**src/rtl/id_ex_stage.sv**
```systemverilog
// ID/EX pipeline register of the RV32I core: captures the decoded instruction for EX,
// detects load-use hazards against the EX instruction, and bubbles EX on hazard or flush.
module id_ex_stage #(
   parameter int CTRL_W = 8,
   parameter int CNT_W  = 32
) (
   input  logic              clk,
   input  logic              rst,
   input  logic              flush_e,
   input  logic              valid_d,
   input  logic [4:0]        rs1_d,
   input  logic [4:0]        rs2_d,
   input  logic [4:0]        rd_d,
   input  logic              use_rs1_d,
   input  logic              use_rs2_d,
   input  logic [31:0]       rd1_d,
   input  logic [31:0]       rd2_d,
   input  logic [31:0]       imm_d,
   input  logic [31:0]       pc_d,
   input  logic [31:0]       pc_plus4_d,
   input  logic              reg_write_d,
   input  logic              mem_read_d,
   input  logic              mem_write_d,
   input  logic [CTRL_W-1:0] ctrl_d,
   output logic              valid_e,
   output logic              reg_write_e,
   output logic              mem_read_e,
   output logic              mem_write_e,
   output logic [4:0]        rs1_e,
   output logic [4:0]        rs2_e,
   output logic [4:0]        rd_e,
   output logic [31:0]       rd1_e,
   output logic [31:0]       rd2_e,
   output logic [31:0]       imm_e,
   output logic [31:0]       pc_e,
   output logic [31:0]       pc_plus4_e,
   output logic [CTRL_W-1:0] ctrl_e,
   output logic              stall_f,
   output logic              stall_d,
   output logic              flush_d,
   output logic [CNT_W-1:0]  sim_stall_cnt,
   output logic [CNT_W-1:0]  sim_flush_cnt
);

   localparam logic [CNT_W-1:0] CNT_MAX = '1;
   localparam logic [CNT_W-1:0] CNT_ONE = {{(CNT_W-1){1'b0}}, 1'b1};

   logic hazard;
   logic bubble;

   function automatic logic [CNT_W-1:0] sat_inc(input logic [CNT_W-1:0] v);
      return (v == CNT_MAX) ? v : v + CNT_ONE;
   endfunction

   // A load in EX whose destination is read by the ID instruction must wait one cycle.
   always_comb begin
      hazard = valid_d && valid_e && mem_read_e && (rd_e != 5'd0) &&
               ((use_rs1_d && (rs1_d == rd_e)) || (use_rs2_d && (rs2_d == rd_e)));
   end

   // A flush already discards the ID instruction, so it takes priority over stalling it.
   assign stall_f = hazard & ~flush_e;
   assign stall_d = hazard & ~flush_e;
   assign flush_d = flush_e;
   assign bubble  = flush_e | hazard;

   // ---- ID -> EX boundary ----
   always_ff @(posedge clk or posedge rst) begin
      if (rst) begin
         valid_e       <= 1'b0;
         reg_write_e   <= 1'b0;
         mem_read_e    <= 1'b0;
         mem_write_e   <= 1'b0;
         rs1_e         <= '0;
         rs2_e         <= '0;
         rd_e          <= '0;
         rd1_e         <= '0;
         rd2_e         <= '0;
         imm_e         <= '0;
         pc_e          <= '0;
         pc_plus4_e    <= '0;
         ctrl_e        <= '0;
         sim_stall_cnt <= '0;
         sim_flush_cnt <= '0;
      end else begin
         valid_e     <= valid_d & ~bubble;
         reg_write_e <= reg_write_d & ~bubble;
         mem_read_e  <= mem_read_d & ~bubble;
         mem_write_e <= mem_write_d & ~bubble;
         // Payload loads unconditionally; a bubble is marked invalid by the control bits alone.
         rs1_e       <= rs1_d;
         rs2_e       <= rs2_d;
         rd_e        <= rd_d;
         rd1_e       <= rd1_d;
         rd2_e       <= rd2_d;
         imm_e       <= imm_d;
         pc_e        <= pc_d;
         pc_plus4_e  <= pc_plus4_d;
         ctrl_e      <= ctrl_d;
         if (stall_d) sim_stall_cnt <= sat_inc(sim_stall_cnt);
         if (flush_e) sim_flush_cnt <= sat_inc(sim_flush_cnt);
      end
   end

endmodule

```
**config.mk**
```make
export PLATFORM = sky130hd
export DESIGN_NAME = id_ex_stage
export DESIGN_NICKNAME = d
export VERILOG_FILES = /design/src/rtl/id_ex_stage.sv
export SDC_FILE = /design/constraint.sdc
export NUM_CORES = 1
export LEC_CHECK = 0
export CORE_AREA = 4 4 172 174
export CTS_BUF_LIST = sky130_fd_sc_hd__clkbuf_8
export DETAILED_ROUTE_END_ITERATION = 7
export DIE_AREA = 0 0 176 178
export GPL_ROUTABILITY_DRIVEN = 1
export SLEW_MARGIN = 20
export SYNTH_ARGS = -nofsm -noshare
export SYNTH_HDL_FRONTEND = slang
export SYNTH_SLANG_ARGS = --single-unit
```
**constraint.sdc**
```tcl
create_clock -name clk -period 8.7 [get_ports clk]
set_clock_uncertainty 0.15 [all_clocks]
set_input_delay 1.305 -clock clk [delete_from_list [all_inputs] [get_ports clk]]
set_output_delay 1.305 -clock clk [all_outputs]
set_load 0.01 [all_outputs]
```
# Word level (Yosys, flattened, before mapping)
# Index checks and enable logic that the tools add are counted.
# op_classes
n_addsub	2
n_eq_ne	4
n_bitwise	10
n_reduce_logical	10
# op_table
operator	n
$add A32 B1 Y32 const B	2
$eq A32 B32 Y1 const B	2
$eq A5 B5 Y1	2
$logic_and A1 B1 Y1	6
$and A1 B1 Y1	5
$reduce_bool A5 Y1	1
$not A1 Y1	4
$reduce_and A2 Y1	2
$logic_or A1 B1 Y1	1
$or A1 B1 Y1	1
# word_totals
reg_bits	251
inputBits	192

# Logic depth before layout (Yosys ltp)
# Gate-level depths: netlist of the first run.
# depth
ltp_word	7
depth_mapped	8

# Least setup slack after synthesis of the first run
# Ideal clock, no wire load.
# synth_path
path_kind	input to output
start	in rs1_d[1]
end	out stall_f
arrival_time_ps	2187
required_ps	7245
setup_slack_ps	5058
cell_stages	6
path_buffers	1
path_cell_list	xnor2_1 > nand4_1 > o22ai_2 > nand2_1 > inv_1 > buf_4
# synth_between
elab_chain_cells	5
# synth_rtl
element	line	text
start: declaration	11	input logic [4:0] rs1_d,
$eq A5 B5 Y1	58	((use_rs1_d && (rs1_d == rd_e)) || (use_rs2_d && (rs2_d == rd_e)));
$logic_and A1 B1 Y1	58	
$logic_or A1 B1 Y1	58	
$logic_and A1 B1 Y1	57	hazard = valid_d && valid_e && mem_read_e && (rd_e != 5'd0) &&
$and A1 B1 Y1	-	
end: declaration	38	output logic stall_f,
# No other way between the ends.

# Final worst setup path of the first run
# layout_path
start	in rs1_d[3]
end	out stall_f
# layout_between
elab_chain_cells	5
# layout_rtl
element	line	text
$eq A5 B5 Y1	58	
$logic_and A1 B1 Y1	58	
$logic_or A1 B1 Y1	58	
$logic_and A1 B1 Y1	57	
$and A1 B1 Y1	62	assign stall_f = hazard & ~flush_e;
# No other way between the ends.

==> results of run 1 <==
-- flip-flops by register name, summed over array words and instances, names as in the netlist, 8 cells and up --
| register | count |
|---|---|
| imm_e | 32 |
| pc_e | 32 |
| pc_plus4_e | 32 |
| rd1_e | 32 |
| rd2_e | 32 |
| sim_flush_cnt | 32 |
| sim_stall_cnt | 32 |
| ctrl_e | 8 |
-- layout make-up --
class / count / area share
inverters: 11 / 0.003565
flip-flops and latches: 251 / 0.4588
repair buffers: 446 / 0.3268
clock inverters: 25 / 0.009597
clock buffers: 55 / 0.05530
well taps: 378 / 0.03455
diodes: 1 / 0.0001828
multi-input cells: 225 / 0.1111
-- worst min path at each step --
stage | from | endpoint | slack, ns | cells after the start
floorplan | sim_flush_cnt[29] | sim_flush_cnt[29] | 0.37 | 1
global placement | sim_stall_cnt[7] | sim_stall_cnt[7] | 0.33 | 1
detailed placement | sim_stall_cnt[7] | sim_stall_cnt[7] | 0.33 | 1
CTS | sim_stall_cnt[20] | sim_stall_cnt[20] | 0.35 | 1
global route | sim_stall_cnt[24] | sim_stall_cnt[24] | 0.37 | 1
finish | sim_stall_cnt[20] | sim_stall_cnt[20] | 0.34 | 1
-- per-layer routing --
layer  track usage  up-vias  share of wire
met5             0        -              0
met4       0.05718        0          0.029
met3       0.05362       56          0.079
met2        0.2953      249           0.52
met1        0.1921     2768           0.37
li1              -     2623              -
-- cells by family (layout without fill, tap and decap cells) --
| family | after synthesis | count (layout) | share of synthesized area |
|---|---|---|---|
| adder cells (fa/ha/maj) | 2 | 2 | 0.003175 |
| other | 0 | 1 | 0 |
| buffers and inverters | 15 | 537 | 0.01000 |
| AO/OA/AOI/OAI | 8 | 8 | 0.01032 |
| multiplexers | 2 | 2 | 0.002857 |
| AND/OR/NAND/NOR | 141 | 141 | 0.09668 |
| XOR/XNOR | 72 | 72 | 0.08001 |
| flip-flops | 251 | 251 | 0.7970 |
-- cells in the mapped netlist (3+ instances only) --
cell / instances / area (um^2)
and4_1: 3 / 26.28
nor4_1: 3 / 18.77
nand4_1: 17 / 106.4
nor2_1: 30 / 112.6
dfrtp_1: 251 / 6281
and3_1: 4 / 25.02
inv_1: 11 / 41.29
nand3_1: 26 / 130.1
xor2_1: 33 / 289.0
xnor2_1: 39 / 341.6
nand2_1: 23 / 86.33
and2_1: 7 / 43.79
nor3_1: 12 / 60.06
-- through the flow --
| stage | instance area [um^2] | total power [mW] | cells | utilization |
|---|---|---|---|---|
| after floorplan | 7881 | 1.361 | 491 | - |
| after global placement | 12800 | 1.602 | 1311 | 0.4607 |
| after detailed placement | 12800 | 1.607 | 1311 | 0.4607 |
| after CTS | 13690 | 2.691 | 1391 | 0.4927 |
| after global routing | 13690 | 2.769 | 1392 | 0.4927 |
| final | 13690 | 2.639 | 1392 | 0.4927 |
-- power by group through the flow --
stage / Sequential, mW / Clock, mW / Combinational [mW]
after floorplan: 1.31 / 0 / 0.0505
after global placement: 1.28 / 0 / 0.321
after detailed placement: 1.28 / 0 / 0.323
after CTS: 1.26 / 1.10 / 0.324
after global routing: 1.27 / 1.16 / 0.336
final: 1.26 / 1.06 / 0.317
-- worst reg2reg max path, delay by kind of cell, from the launching register on --
family,cells,cell delay (ns)
compound gates,1,0.31
xor+xnor,2,0.55
flops,1,0.49
simple gates,3,0.85
==> metrics.csv, run 1 <==
stage,metric,value,unit
critical_path,required,7.24,ns
pwr,p_int,2.021,mW
cts,cts.clk_slew.worst_paths,0.05,ns
drt,vias_per_cell,4.092,
layout,fillCellCount,2459,
synth,ys_ff_latch,251,
drt,ant_nets,0,
placement,hpwl,21.17,mm
layout,final_cell_mix,"clkdlybuf4s50_1, dfrtp_1, clkbuf_8",
sta,whs,0.3417,ns
synth,ys.flop_type,dfrtp_1,
sta,fmax,203.6,MHz
die,die_area,31330,um^2
critical_path,cp_num_cells,7,
critical_path,crit_type,input pin to output pin,
pwr,comb_power_share,0.120,
job,cap_viol_max_count,0,
die,rows,61,
drt,drc_errors,0,
global_route,grt_max_degree,127,
global_route,grt_usage,0.1671,
synth,yosysSeqAreaShare,0.7970,
layout,area_growth,73.69,%
cts,cts_tree,yes,
sta,rsz0062_at_grt,false,
cts,clk_latency,0.53,ns
sta,tightest_slew,0.9179,ns
die,fp.dieH,178,um
die,ioPinCount,446,
critical_path,critPathBufInv,3,
critical_path,endpoint_kind,output pin,
global_route,grt_pass1_vias,6182,
layout,layout_commonest_cell,clkdlybuf4s50_1,
sta,finalCriticalPeriod,4.912,ns
cts,cts_resized,0,
critical_path,crit_top_cell,clkdlybuf4s50_1,
synth,synthCells,491,
min_path,hold_class,flip-flop to flip-flop,
synth,yosys_warnings,0,
synth,yosysUniqueCellTypes,37,
die,die_w,176,um
pwr,leakage,5.929,nW
pwr,ir_drop,107.6,uV
sta,slew_headroom,0.3881,
synth,synth_fp_nets,685,
cts,root_buffer,clkbuf_8,
placement,pre_cts_slack,3.675,ns
critical_path,ff2ff_setup_slack,6.28,ns
die,core_area,27780,um^2
drt,wirelength,26.96,mm
cts,cts_buffer_depth,3,
critical_path,cp_slowest_stage_delay,0.55,ns
drt,wl_per_cell,19.37,um
critical_path,critPathLaunchType,input pin,
critical_path,rr_worst_depth,6,
critical_path,crit_chain,clkdlybuf4s50_1 -> xnor2_1 -> nand4_1 -> o22ai_2 -> nand2_1 -> inv_1 -> clkdlybuf4s50_1,
synth,synth.avg_cell_area,16.05,um^2
drt,drt-initial-drc-count,158,
global_route,overflow,0,
synth,synth_edf_count,0,
cts,postCtsSetupRepairBufs,0,
cts,cts_made_buffers,44,
critical_path,crit_family,buffers and inverters,
pwr,clkPwrFrac,0.402,
drt,firstDrtPassIters,4,
critical_path,arrival,3.46,ns
pwr,power_density,192.8,nW/um^2
critical_path,critical_path.max_fanout,5,
drt,num_vias,5696,
sta,setup_viol,0,
layout,nets,1173,
sta,final.setup.tns,0,ns
sta,period_share,0.5646,
placement,gp_congestion,0.8085,
sta,drv_slew,0,
sta,final_hold_viol_count,0,
critical_path,cpMaxStageDelayCell,clkdlybuf4s50_1,
placement,port_buffers,445,
run_status,status,"finished, final reports clean",
pwr,seqPwrFrac,0.478,
synth,async_reset_ff_frac,1.000,
global_route,antenna_found_initial,1,
cts,htreeDepth,2,
pwr,switchingPower,0.6177,mW
pwr,swShare,0.2341,
sta,fin_ws,3.788,ns
synth,syn_area,7881,um^2
critical_path,crit_end,stall_f,
layout,seq_area,6281,um^2
critical_path,crit_start,rs1_d[3],
layout,drive_gt1_frac,0.07404,
critical_path,worstReg2RegEnd,sim_stall_cnt[15],
global_route,grt_pass1_wl,39.50,mm
cts,cts_sinks,251,
critical_path,r2r_start,rd_e[4],
cts,hold_buffers,0,
layout,multi_input_area,1521,um^2
die,initial_core_util,0.2837,
No activity file was read; power rests on OpenSTA's default activity.
==> run 2: changes to the inputs <==
--- a/config.mk
+++ b/config.mk
@@ -5,10 +5,10 @@
 export SDC_FILE = /design/constraint.sdc
 export NUM_CORES = 1
 export LEC_CHECK = 0
-export CORE_AREA = 4 4 172 174
+export CORE_AREA = 4 4 170 172
 export CTS_BUF_LIST = sky130_fd_sc_hd__clkbuf_8
 export DETAILED_ROUTE_END_ITERATION = 7
-export DIE_AREA = 0 0 176 178
+export DIE_AREA = 0 0 174 176
 export GPL_ROUTABILITY_DRIVEN = 1
 export SLEW_MARGIN = 20
 export SYNTH_ARGS = -nofsm -noshare
==> constraint.sdc (replaced) <==
create_clock -name clk -period 4.8 [get_ports clk]
set_clock_uncertainty 0.15 [all_clocks]
set_input_delay 0.72 -clock clk [delete_from_list [all_inputs] [get_ports clk]]
set_output_delay 0.72 -clock clk [all_outputs]
set_load 0.01 [all_outputs]
==> metrics.csv, run 2 (same netlist as run 1, synthesis figures left out) <==
stage,metric,value,unit,change
global_route,grt_usage,0.1701,,+0.003024
global_route,grt_max_degree,83,,-35%
critical_path,critPathLaunchType,input pin,,
drt,vias_per_cell,4.207,,+2.8%
sta,drv_slew,0,,unchanged
layout,multi_input_area,1521,um^2,unchanged
layout,final_cell_mix,"clkdlybuf4s50_1, dfrtp_1, clkbuf_8",,
placement,place_area,12790,um^2,about the same
critical_path,required,3.93,ns,-3.31 ns
global_route,grt_pass1_vias,5948,,-3.8%
placement,port_buffers,445,,unchanged
drt,num_vias,5730,,+0.60%
die,core_area,27480,um^2,-1.1%
die,rows,61,,unchanged
sta,rsz0062_at_grt,false,,
layout,final_area,13660,um^2,-0.23%
cts,postCtsSetupRepairBufs,0,,unchanged
cts,cts.clk_slew.worst_paths,0.06,ns,about the same
cts,clk_latency,0.56,ns,+0.03 ns
pwr,leakage,5.937,nW,+0.13%
critical_path,ff2ff_setup_slack,2.44,ns,-3.84 ns
cts,cts_tree,yes,,
critical_path,critical_path.max_fanout,5,,unchanged
drt,wl_per_cell,19.59,um,+1.1%
cts,root_buffer,clkbuf_8,,
critical_path,crit_type,input pin to output pin,,
global_route,antenna_found_initial,4,,+3
cts,cts_made_buffers,44,,unchanged
job,cap_viol_max_count,0,,unchanged
pwr,power_density,346.1,nW/um^2,+80%
drt,drc_errors,0,,unchanged
drt,drt-initial-drc-count,206,,+30%
run_status,status,"finished, final reports clean",,
drt,ant_nets,0,,unchanged
critical_path,rr_worst_depth,5,,-1
pwr,ir_drop,253.5,uV,+140%
sta,finalCriticalPeriod,3.524,ns,
drt,wirelength,26.68,mm,-1.1%
sta,setup_viol,0,,unchanged
die,die_area,30620,um^2,-2.2%
placement,hpwl,20.77,mm,-1.9%
global_route,overflow,0,,unchanged
sta,tightest_slew,0.5664,ns,-0.3514 ns
cts,hold_buffers,0,,unchanged
min_path,hold_class,flip-flop to flip-flop,,
global_route,grt_pass1_wl,39.41,mm,-0.23%
sta,period_share,0.7342,,
drt,firstDrtPassIters,4,,unchanged
layout,seq_area,6281,um^2,unchanged
layout,layout_commonest_cell,clkdlybuf4s50_1,,
placement,gp_congestion,0.8223,,+1.7%
layout,fillCellCount,2392,,-2.7%
critical_path,endpoint_kind,output pin,,
sta,slew_headroom,0.6189,,+0.2308
die,die_w,174,um,-1.1%
cts,cts_resized,0,,unchanged
min_path,hold_depth,1,,unchanged
cts,cts_sinks,251,,unchanged
cts,cts_buffer_depth,3,,unchanged
layout,drive_gt1_frac,0.07291,,-0.001131
sta,final_hold_viol_count,0,,unchanged
die,initial_core_util,0.2868,,+0.003152
critical_path,arrival,2.65,ns,-0.81 ns
sta,final.setup.tns,0,ns,unchanged
die,ioPinCount,446,,unchanged
die,fp.dieH,176,um,-1.1%
sta,fmax,283.7,MHz,
layout,area_growth,73.30,%,
layout,nets,1177,,+0.34%
cts,htreeDepth,2,,unchanged
[run 2: cell count changes in the layout (fill, tap and decap cells not counted), sizes merged]
cell,previous run,this run
clkinvlp,1,2
clkbuf,55,51
buf,1,5
inv,32,35
clkinv,2,0
[run 2: worst max-delay path: stages]
cell and delay (ns):
clkdlybuf4s50_1 0.51, xnor2_1 0.13, nand4_1 0.14, o22ai_2 0.35, nand2_1 0.15, inv_1 0.12, clkdlybuf4s50_1 0.54
[run 2: path summary, 6_finish.rpt]
path / end / from
max in group asynchronous: rd2_e[30] / rst
worst min register to register: sim_flush_cnt[29] / sim_flush_cnt[29]
worst min-delay path: sim_flush_cnt[29] / sim_flush_cnt[29]
worst max-delay path: stall_f / rs1_d[1]
worst max register to register: sim_stall_cnt[1] / sim_stall_cnt[21]
min in group asynchronous: pc_plus4_e[23] / rst
[run 2: metal layers]
layer  routed length (um)  track usage  vias up
li1                     -            -     2631
met1                10210       0.2022     2799
met2                13440       0.2873      250
met3                 2481      0.07152       48
met4                  533      0.04388        2
met5                   12            0        -
[run 2: area by class of cell]
cell class	instances	area share
antenna	1	0.0001832
sequential	251	0.4599
timing repair buffer	450	0.3316
clock buffer	51	0.05139
tap	346	0.03170
inverter	11	0.003298
clock inverter	27	0.01053
multi-input combinational	225	0.1114
[run 2: per-stage QoR]
stage | util | total power, mW | cells | worst slack (ns) | hold WS [ns]
global route | 0.4971 | 4.966 | 1362 | 1.087 | 0.3601
global placement | 0.4655 | 2.897 | 1282 | 1.268 | 0.3319
finish | 0.4971 | 4.727 | 1362 | 1.276 | 0.3388
detailed placement | 0.4655 | 2.899 | 1282 | 1.241 | 0.3313
floorplan | - | 2.467 | 491 | 0.6283 | 0.3659
CTS | 0.4963 | 4.811 | 1360 | 1.217 | 0.3405
[run 2: power by group]
part           leakage, nW  internal [mW]  switching, mW
Sequential            3.04           2.23         0.0617
Combinational         2.38          0.358          0.210
Clock                0.514           1.02          0.851
Total                 5.94           3.60           1.12
